### config.mk
export PLATFORM = sky130hd
export DESIGN_NAME = morse_tx_sequencer
export DESIGN_NICKNAME = d
export VERILOG_FILES = /design/src/rtl/morse_tx_sequencer.sv
export SDC_FILE = /design/constraint.sdc
export NUM_CORES = 1
export LEC_CHECK = 0
export ABC_AREA = 1
export BUFFER_PORTS_ARGS = -buffer_cell sky130_fd_sc_hd__buf_2
export CAP_MARGIN = 15
export CORE_UTILIZATION = 30
export CTS_CLUSTER_DIAMETER = 30
export DETAILED_ROUTE_END_ITERATION = 7
export GPL_TIMING_DRIVEN = 0
export PLACE_DENSITY_LB_ADDON = 0.2
export REMOVE_ABC_BUFFERS = 1
export SLEW_MARGIN = 25
export SYNTH_ARGS = -nofsm -noshare
export SYNTH_HDL_FRONTEND = slang
export SYNTH_SLANG_ARGS = --single-unit
### constraint.sdc
create_clock -name clk -period 6.7 [get_ports clk]
set_input_delay 0.335 -clock clk [delete_from_list [all_inputs] [get_ports clk]]
set_output_delay 0.335 -clock clk [all_outputs]
set_load 0.01 [all_outputs]
### src/rtl/morse_tx_sequencer.sv
// Queues Morse letter/word-gap events as character-ROM addresses and feeds the
// looked-up bytes to the UART one at a time, holding each byte while tx_full is high.
module morse_tx_sequencer #(
    parameter int          DEPTH      = 4,
    parameter logic [7:0]  SPACE_ADDR = 8'hE0
) (
    input  logic                      clk,
    input  logic                      reset_n,
    input  logic                      lg,
    input  logic                      wg,
    input  logic [4:0]                symbol,
    input  logic [2:0]                symbol_count,
    output logic [7:0]                rom_addr,
    input  logic [7:0]                rom_data,
    input  logic                      tx_full,
    output logic [7:0]                w_data,
    output logic                      wr_uart,
    output logic [$clog2(DEPTH):0]    pending,
    output logic                      busy,
    output logic                      overflow,
    output logic                      bad_code
);
    localparam int AW = $clog2(DEPTH);
    localparam int PW = AW + 1;

    typedef enum logic [1:0] {IDLE, FETCH, LATCH, SEND} state_t;

    state_t          state_q, state_d;
    logic [7:0]      mem [DEPTH];
    logic [AW-1:0]   rd_ptr_q, rd_ptr_d;
    logic [AW-1:0]   wr_ptr_q, wr_ptr_d;
    logic [AW-1:0]   wr_ptr_nxt;
    logic [PW-1:0]   count_q, count_d;
    logic [7:0]      w_data_q, w_data_d;
    logic            overflow_q, overflow_d;
    logic            bad_code_q, bad_code_d;

    logic            has_letter;
    logic [1:0]      n_push;
    logic [PW-1:0]   free_slots;
    logic            pop;
    logic            admit;
    logic            push;
    logic            push_two;
    logic [7:0]      first_entry;

    // Enqueue: a word gap may need two slots; an event is admitted whole or not at all.
    always_comb begin
        has_letter = (symbol_count != 3'd0);
        n_push     = 2'd0;
        if (wg) begin
            n_push = has_letter ? 2'd2 : 2'd1;
        end else if (lg && has_letter) begin
            n_push = 2'd1;
        end
        pop         = (state_q == LATCH);
        free_slots  = PW'(DEPTH) - count_q + PW'(pop);
        admit       = (PW'(n_push) <= free_slots);
        push        = admit && (n_push != 2'd0);
        push_two    = push && (n_push == 2'd2);
        first_entry = (wg && !has_letter) ? SPACE_ADDR : {symbol_count, symbol};
        wr_ptr_nxt  = wr_ptr_q + AW'(1);
        wr_ptr_d    = push ? (wr_ptr_q + AW'(n_push)) : wr_ptr_q;
        rd_ptr_d    = rd_ptr_q + AW'(pop);
        count_d     = count_q - PW'(pop) + (push ? PW'(n_push) : PW'(0));
        overflow_d  = overflow_q | ((n_push != 2'd0) && !admit);
    end

    always_ff @(posedge clk) begin
        if (push) begin
            mem[wr_ptr_q] <= first_entry;
        end
        if (push_two) begin
            mem[wr_ptr_nxt] <= SPACE_ADDR;
        end
    end

    always_comb begin
        state_d    = state_q;
        w_data_d   = w_data_q;
        bad_code_d = 1'b0;
        wr_uart    = 1'b0;
        case (state_q)
            IDLE: begin
                if (count_q != PW'(0)) state_d = FETCH;
            end
            FETCH: state_d = LATCH;
            LATCH: begin
                w_data_d = rom_data;
                if (rom_data == 8'h00) begin
                    bad_code_d = 1'b1;
                    state_d    = IDLE;
                end else begin
                    state_d = SEND;
                end
            end
            SEND: begin
                wr_uart = ~tx_full;
                if (!tx_full) state_d = IDLE;
            end
            default: state_d = IDLE;
        endcase
    end

    always_ff @(posedge clk or negedge reset_n) begin
        if (!reset_n) begin
            state_q    <= IDLE;
            rd_ptr_q   <= '0;
            wr_ptr_q   <= '0;
            count_q    <= '0;
            w_data_q   <= 8'h00;
            overflow_q <= 1'b0;
            bad_code_q <= 1'b0;
        end else begin
            state_q    <= state_d;
            rd_ptr_q   <= rd_ptr_d;
            wr_ptr_q   <= wr_ptr_d;
            count_q    <= count_d;
            w_data_q   <= w_data_d;
            overflow_q <= overflow_d;
            bad_code_q <= bad_code_d;
        end
    end

    assign rom_addr = (count_q != PW'(0)) ? mem[rd_ptr_q] : 8'h00;
    assign w_data   = w_data_q;
    assign pending  = count_q;
    assign busy     = (state_q != IDLE) || (count_q != PW'(0));
    assign overflow = overflow_q;
    assign bad_code = bad_code_q;

endmodule

**Word-level counts from Yosys, hierarchy flattened**

Memories as Yosys holds them, arrays and structs flattened.
Cells that the tools add are included.

- Reductions and logical operators: 15
- Muxes and demuxes: 17
- $add $sub $neg: 7
- Equality and inequality tests: 6
- Order comparisons: 1
- Bitwise operators: 2

Operators by type and width:

| cell | number |
|---|---|
| 2-to-1 mux 8 bit | 2 |
| 2-to-1 mux 2 bit | 6 |
| zero test 8 bit | 1 |
| 2-to-1 mux 1 bit | 8 |
| case mux 2 bit (4 select lines) | 1 |
| equality test 2 bit (second input constant) | 3 |
| nonzero test 3 bit | 2 |
| logical AND 1 bit | 5 |
| inequality test 2 bit (second input constant) | 2 |
| nonzero test 2 bit | 2 |
| adder 3 x 1 -> 3 bit | 1 |
| adder 3 x 2 -> 3 bit | 1 |
| <= comparator 2 x 3 -> 1 bit | 1 |
| subtractor 3 x 1 -> 3 bit | 1 |
| subtractor 3 bit (first input constant) | 1 |
| adder 2 x 1 -> 2 bit | 1 |
| adder 2 x 1 -> 2 bit (second input constant) | 1 |
| adder 2 bit | 1 |
| equality test 2 x 1 -> 1 bit (second input constant) | 1 |
| zero test 1 bit | 2 |
| zero test 2 bit | 1 |
| AND reduction 2 bit | 1 |
| logical OR 1 bit | 1 |
| NOT 1 bit | 1 |
| bitwise OR 1 bit | 1 |

- Bits in registers: 19
- Logic and storage cells: 56
- RAM bits: 32
- Memories: 1

Memory list:

| name | depth | width | read ports | clocked after Yosys merged registers in | write ports | RTL line | RTL |
|---|---|---|---|---|---|---|---|
| mem | 4 | 8 | 1 | 0 | 2 | 29 | `logic [7:0] mem [DEPTH];` |

**Depth between registers and ports, before layout**

- Depth after elaboration: 9
- Depth in mapped cells: 23

**Worst setup path before layout**

OpenSTA, ideal clock, no wires.

- Path type: flip-flop to flip-flop
- From: reg state_q[1]
- To: reg count_q[2], in the netlist pending[2]
- Clock period less this slack: 3.405 ns
- Slack: 3.295 ns
- Data arrival time: 3.326 ns
- Cell stages (with the launch flop): 23
- Data required time: 6.621 ns
- Cell sequence: dfrtp_1 > inv_1 > nor2_2 > inv_1 > buf_2 > ha_1 > inv_1 > ha_1 > inv_1 > ha_1 > nand2_1 > nand2_1 > nand3_4 > buf_6 > nand2_2 > inv_2 > nand2_1 > ha_1 > inv_1 > ha_1 > fa_1 > xnor2_1 > xor2_1

- Longest elaborated chain between the ends: 6
- Elaborated cells on any way between the ends: 7
- Those cells by class: 3 x add/sub; 1 x order compare; 1 x eq/ne; 1 x mux; 1 x reduce/logical

RTL lines:

| item | RTL line | RTL |
|---|---|---|
| from (decl) | 28 | `state_t state_q, state_d;` |
| from (signal assigned) | 115 | `state_q <= state_d;` |
| equality test 2 bit (*) | 56 | `pop = (state_q == LATCH);` |
| adder 3 x 1 -> 3 bit | 57 | `free_slots = PW'(DEPTH) - count_q + PW'(pop);` |
| <= comparator 2 x 3 -> 1 bit | 58 | `admit = (PW'(n_push) <= free_slots);` |
| logical AND 1 bit | 59 | `push = admit && (n_push != 2'd0);` |
| 2-to-1 mux 2 bit | 65 | `count_d = count_q - PW'(pop) + (push ? PW'(n_push) : PW'(0));` |
| adder 3 x 2 -> 3 bit (*) | 65 |  |
| via count_d[2] | 33 | `logic [PW-1:0] count_q, count_d;` |
| to (signal assigned) | 118 | `count_q <= count_d;` |
| to (decl) | 33 |  |

The timed path passes the listed nets; every way through them passes the cells marked *.
A chain may end at the register's enable or synchronous reset.

**Worst setup path after layout**

Ends and elaborated chain as after synthesis.

==> impl_metrics.ini <==
[clocking]
cts_setup_buffers = 0
clockRootBuffer = clkbuf_8
insertion_delay_ns = 0.31
clk_pin_slew_ns = 0.10
numCtsBuffers = 5
post_cts_resized = 0
cts_sinks = 51
ctsHtreeMaxLevel = 2
clockBufferDepth = 2
tritoncts = done
ctsHoldBuffers = 1

[place]
port_buffers = 43
gp_congestion = 0.7190
dp.cells = 523
dpl.hpwl_mm = 4.579

[synthesis]
synth_compound_area_frac = 0.08173
synth-seq-cells = 51
synth-adder-area-share = 0.04867
synth_top_family_by_area = simple AND/OR/NAND/NOR gates
synth_xor_area_frac = 0.009642
synth.yosys.seq_area_share = 0.4096
yosysWarnings = 0
synthMuxAreaShare = 0
syn-cell-area_um2 = 2725
synth-simple-area-share = 0.3260
synth.avg_cell_area_um2 = 7.078
synth.distinct_cells = 27
synthCells = 385

[grt]
use_met2 = 0.2216
overflow = 0
grt_pass1_vias = 2259
grt_pass1_wl_mm = 10.77
grt.total_usage = 0.1402
grt_max_degree = 29
grt_util_met3 = 0.03022
grt.busiest_layer = met2
grt_antenna_before_repair = 0
grt_use_met1 = 0.1952

[die]
rows = 34
die_h_um = 97.31
coreArea_um2 = 8763
ios = 44
die-area_um2 = 9469
initial_core_util = 0.3110
die_w_um = 97.31

[layout]
syn_to_final_growth_pct = 13.73
antenna_cells = 0
ff_latch_area_um2 = 1116
drive_gt1_frac = 0.1557
multi_input_area_um2 = 1270
nets = 454
fillers = 952
final_cells = 532

[power_and_ir_drop]
swShare = 0.4640
p_sw_w = 0.0007824
power_frac_seq = 0.339
p_clk_frac = 0.130
p_int_w = 0.0009039
p_leak_nw = 1.737
p_per_area_nw_per_um2 = 544.1
pwr-share-comb = 0.531
irDropWorstVdd_mv = 0.2356

[setup_path]
cpMaxStageDelayCell = dfrtp_1
crit_type = flop to flop
rrSetupSlack_ns = 2.89
required_ns = 6.94
cp-start-kind = flop
reg2reg_to = pending[2]
cp-end-kind = flop
path_cells = inv_1 > nor2_2 > inv_1 > ha_1 > inv_1 > ha_1 > inv_1 > ha_1 > nand2_1 > inv_1 > nor2_2 > nand3_4 > nand2_2 > inv_2 > nand2_1 > ha_1 > inv_1 > ha_1 > fa_1 > xnor2_1 > xor2_1
path_delay_family = adder cells
crit_fanout = 28
r2r_start = state_q[1]
crit_cells = 21
slowest_delay_ns = 0.42
critPathLaunch = state_q[1]
crit_path_end = pending[2]
path_common_cell = inv_1
rr_worst_depth = 21
crit_arrival_ns = 4.04
path_buf_inv = 7

[routing]
drt_wl_total_mm = 6.311
first_pass_iters = 4
vias = 2395
via_per_inst = 4.502
post_drt_wl_per_cell_um = 11.86
drc = 0
ant_nets = 0
drt-initial-drc-count = 85

[timing]
slew_violations = 0
tns_ns = 0
period_minus_slack_ns = 3.809
finalCritPeriodShare = 0.5685
hold_violations = 0
setup_violations = 0
worst_pin_slew_ns = 0.8094
rsz0062_at_grt = no
max_freq_ghz = 0.2625
fin_worst_skew_ns = 0.01189
slew-limit-headroom = 0.4575

[flow_run]
maxCapViolations = 0

[run_status]
outcome = complete, no violations

[worst_hold_path]
hold_path.class = input port to flop
[routing by layer]
metal | up-vias | routed length [um]
li1 | 1280 | -
met1 | 1063 | 3145
met2 | 45 | 2820
met3 | 7 | 267
met4 | 0 | 77
met5 | - | 0
[power by group through the flow]
stage,clock network [W],registers [W],logic [W]
6_report,0.000220,0.000571,0.000896
3_3_place_gp,0,0.000575,0.000888
4_1_cts,0.000230,0.000572,0.000910
5_1_grt,0.000239,0.000594,0.00104
2_1_floorplan,0,0.000570,0.000640
3_5_place_dp,0,0.000578,0.000905
[cell families after synthesis]
group,Yosys count
compound gates,44
xor+xnor,3
fa+ha+maj,10
buf+inv,77
flops,51
simple gates,200
[through the flow]
stage,hold slack [ns],power (W),utilization,instance area (um^2),setup slack (ns)
floorplan,0.03941,0.001209,-,2626,3.324
global placement,0.3130,0.001463,0.3397,2977,2.884
detailed placement,0.3125,0.001483,0.3397,2977,2.889
CTS,0.2433,0.001712,0.3537,3099,2.835
global route,0.2685,0.001878,0.3537,3099,2.558
finish,0.2554,0.001686,0.3537,3099,2.891
[worst min-delay path by stage]
stage                      startpoint          to  depth (start not counted)
after floorplan               reset_n    bad_code                          0
after detailed placement      reset_n   w_data[6]                          1
after CTS                 rom_data[3]   w_data[3]                          3
final                     rom_data[3]   w_data[3]                          3
after global routing          tx_full  state_q[0]                          3
after global placement        reset_n   w_data[6]                          1
[final cells by class]
| cell class | count | area share |
|---|---|---|
| multi-input cells | 257 | 0.4098 |
| flip-flops and latches | 51 | 0.3601 |
| inverters | 64 | 0.07751 |
| repair buffers | 44 | 0.07267 |
| well taps | 108 | 0.04360 |
| clock buffers | 5 | 0.02220 |
| clock inverters | 3 | 0.01413 |
[registers in the layout (all words and copies together) (netlist names)]
signal / flops
pending: 3
w_data: 8
mem: 32
state_q: 2
wr_ptr_q: 2
overflow: 1
rd_ptr_q: 2
bad_code: 1
[synthesized netlist by cell type]
| master | n | area (um^2) |
|---|---|---|
| nand2_1 | 93 | 349.1 |
| inv_1 | 62 | 232.7 |
| nor2_1 | 54 | 202.7 |
| dfxtp_1 | 32 | 640.6 |
| o21ai_0 | 23 | 115.1 |
| a21oi_1 | 19 | 95.09 |
| dfrtp_1 | 19 | 475.5 |
| nand3_1 | 19 | 95.09 |
| nand4_1 | 18 | 112.6 |
| ha_1 | 9 | 112.6 |
| buf_6 | 5 | 56.30 |
| nor2_2 | 5 | 31.28 |
| buf_2 | 4 | 20.02 |
| nand3_2 | 4 | 40.04 |
| buf_4 | 2 | 15.01 |
| clkbuf_1 | 2 | 7.510 |
| inv_2 | 2 | 7.510 |
| nand2_2 | 2 | 12.51 |
| nor3_1 | 2 | 10.01 |
| xor2_1 | 2 | 17.52 |
| fa_1 | 1 | 20.02 |
| nand3_4 | 1 | 17.52 |
| nor3_2 | 1 | 10.01 |
| nor3b_1 | 1 | 7.510 |
| o21ai_1 | 1 | 5.000 |
| o21bai_1 | 1 | 7.510 |
| xnor2_1 | 1 | 8.760 |
[placed cells by master, fill, tap and decap left out]
| cell type | Yosys | final |
|---|---|---|
| dfxtp_1 | 32 | 32 |
| o21ai_1 | 1 | 1 |
| clkinv_2 | 0 | 1 |
| buf_2 | 4 | 43 |
| nand3_1 | 19 | 19 |
| nand2_2 | 2 | 2 |
| inv_1 | 62 | 62 |
| clkinv_4 | 0 | 1 |
| nor3b_1 | 1 | 1 |
| nor2_2 | 5 | 5 |
| ha_1 | 9 | 9 |
| dfrtp_1 | 19 | 19 |
| xnor2_1 | 1 | 1 |
| o21bai_1 | 1 | 1 |
| nor3_2 | 1 | 1 |
| xor2_1 | 2 | 2 |
| inv_2 | 2 | 2 |
| bufinv_16 | 0 | 1 |
| clkbuf_8 | 0 | 5 |
| nand3_4 | 1 | 1 |
| nor2_1 | 54 | 54 |
| dlygate4sd3_1 | 0 | 1 |
| nand3_2 | 4 | 4 |
| nor3_1 | 2 | 2 |
| nand4_1 | 18 | 18 |
| nand2_1 | 93 | 93 |
| o21ai_0 | 23 | 23 |
| fa_1 | 1 | 1 |
| a21oi_1 | 19 | 19 |
[tightest hold or removal path, stage by stage]
cell and delay, ns:
buf_2 0.09, nand2_1 0.05, nand2_1 0.05
Note: power is estimated with default switching activity, not from simulation.
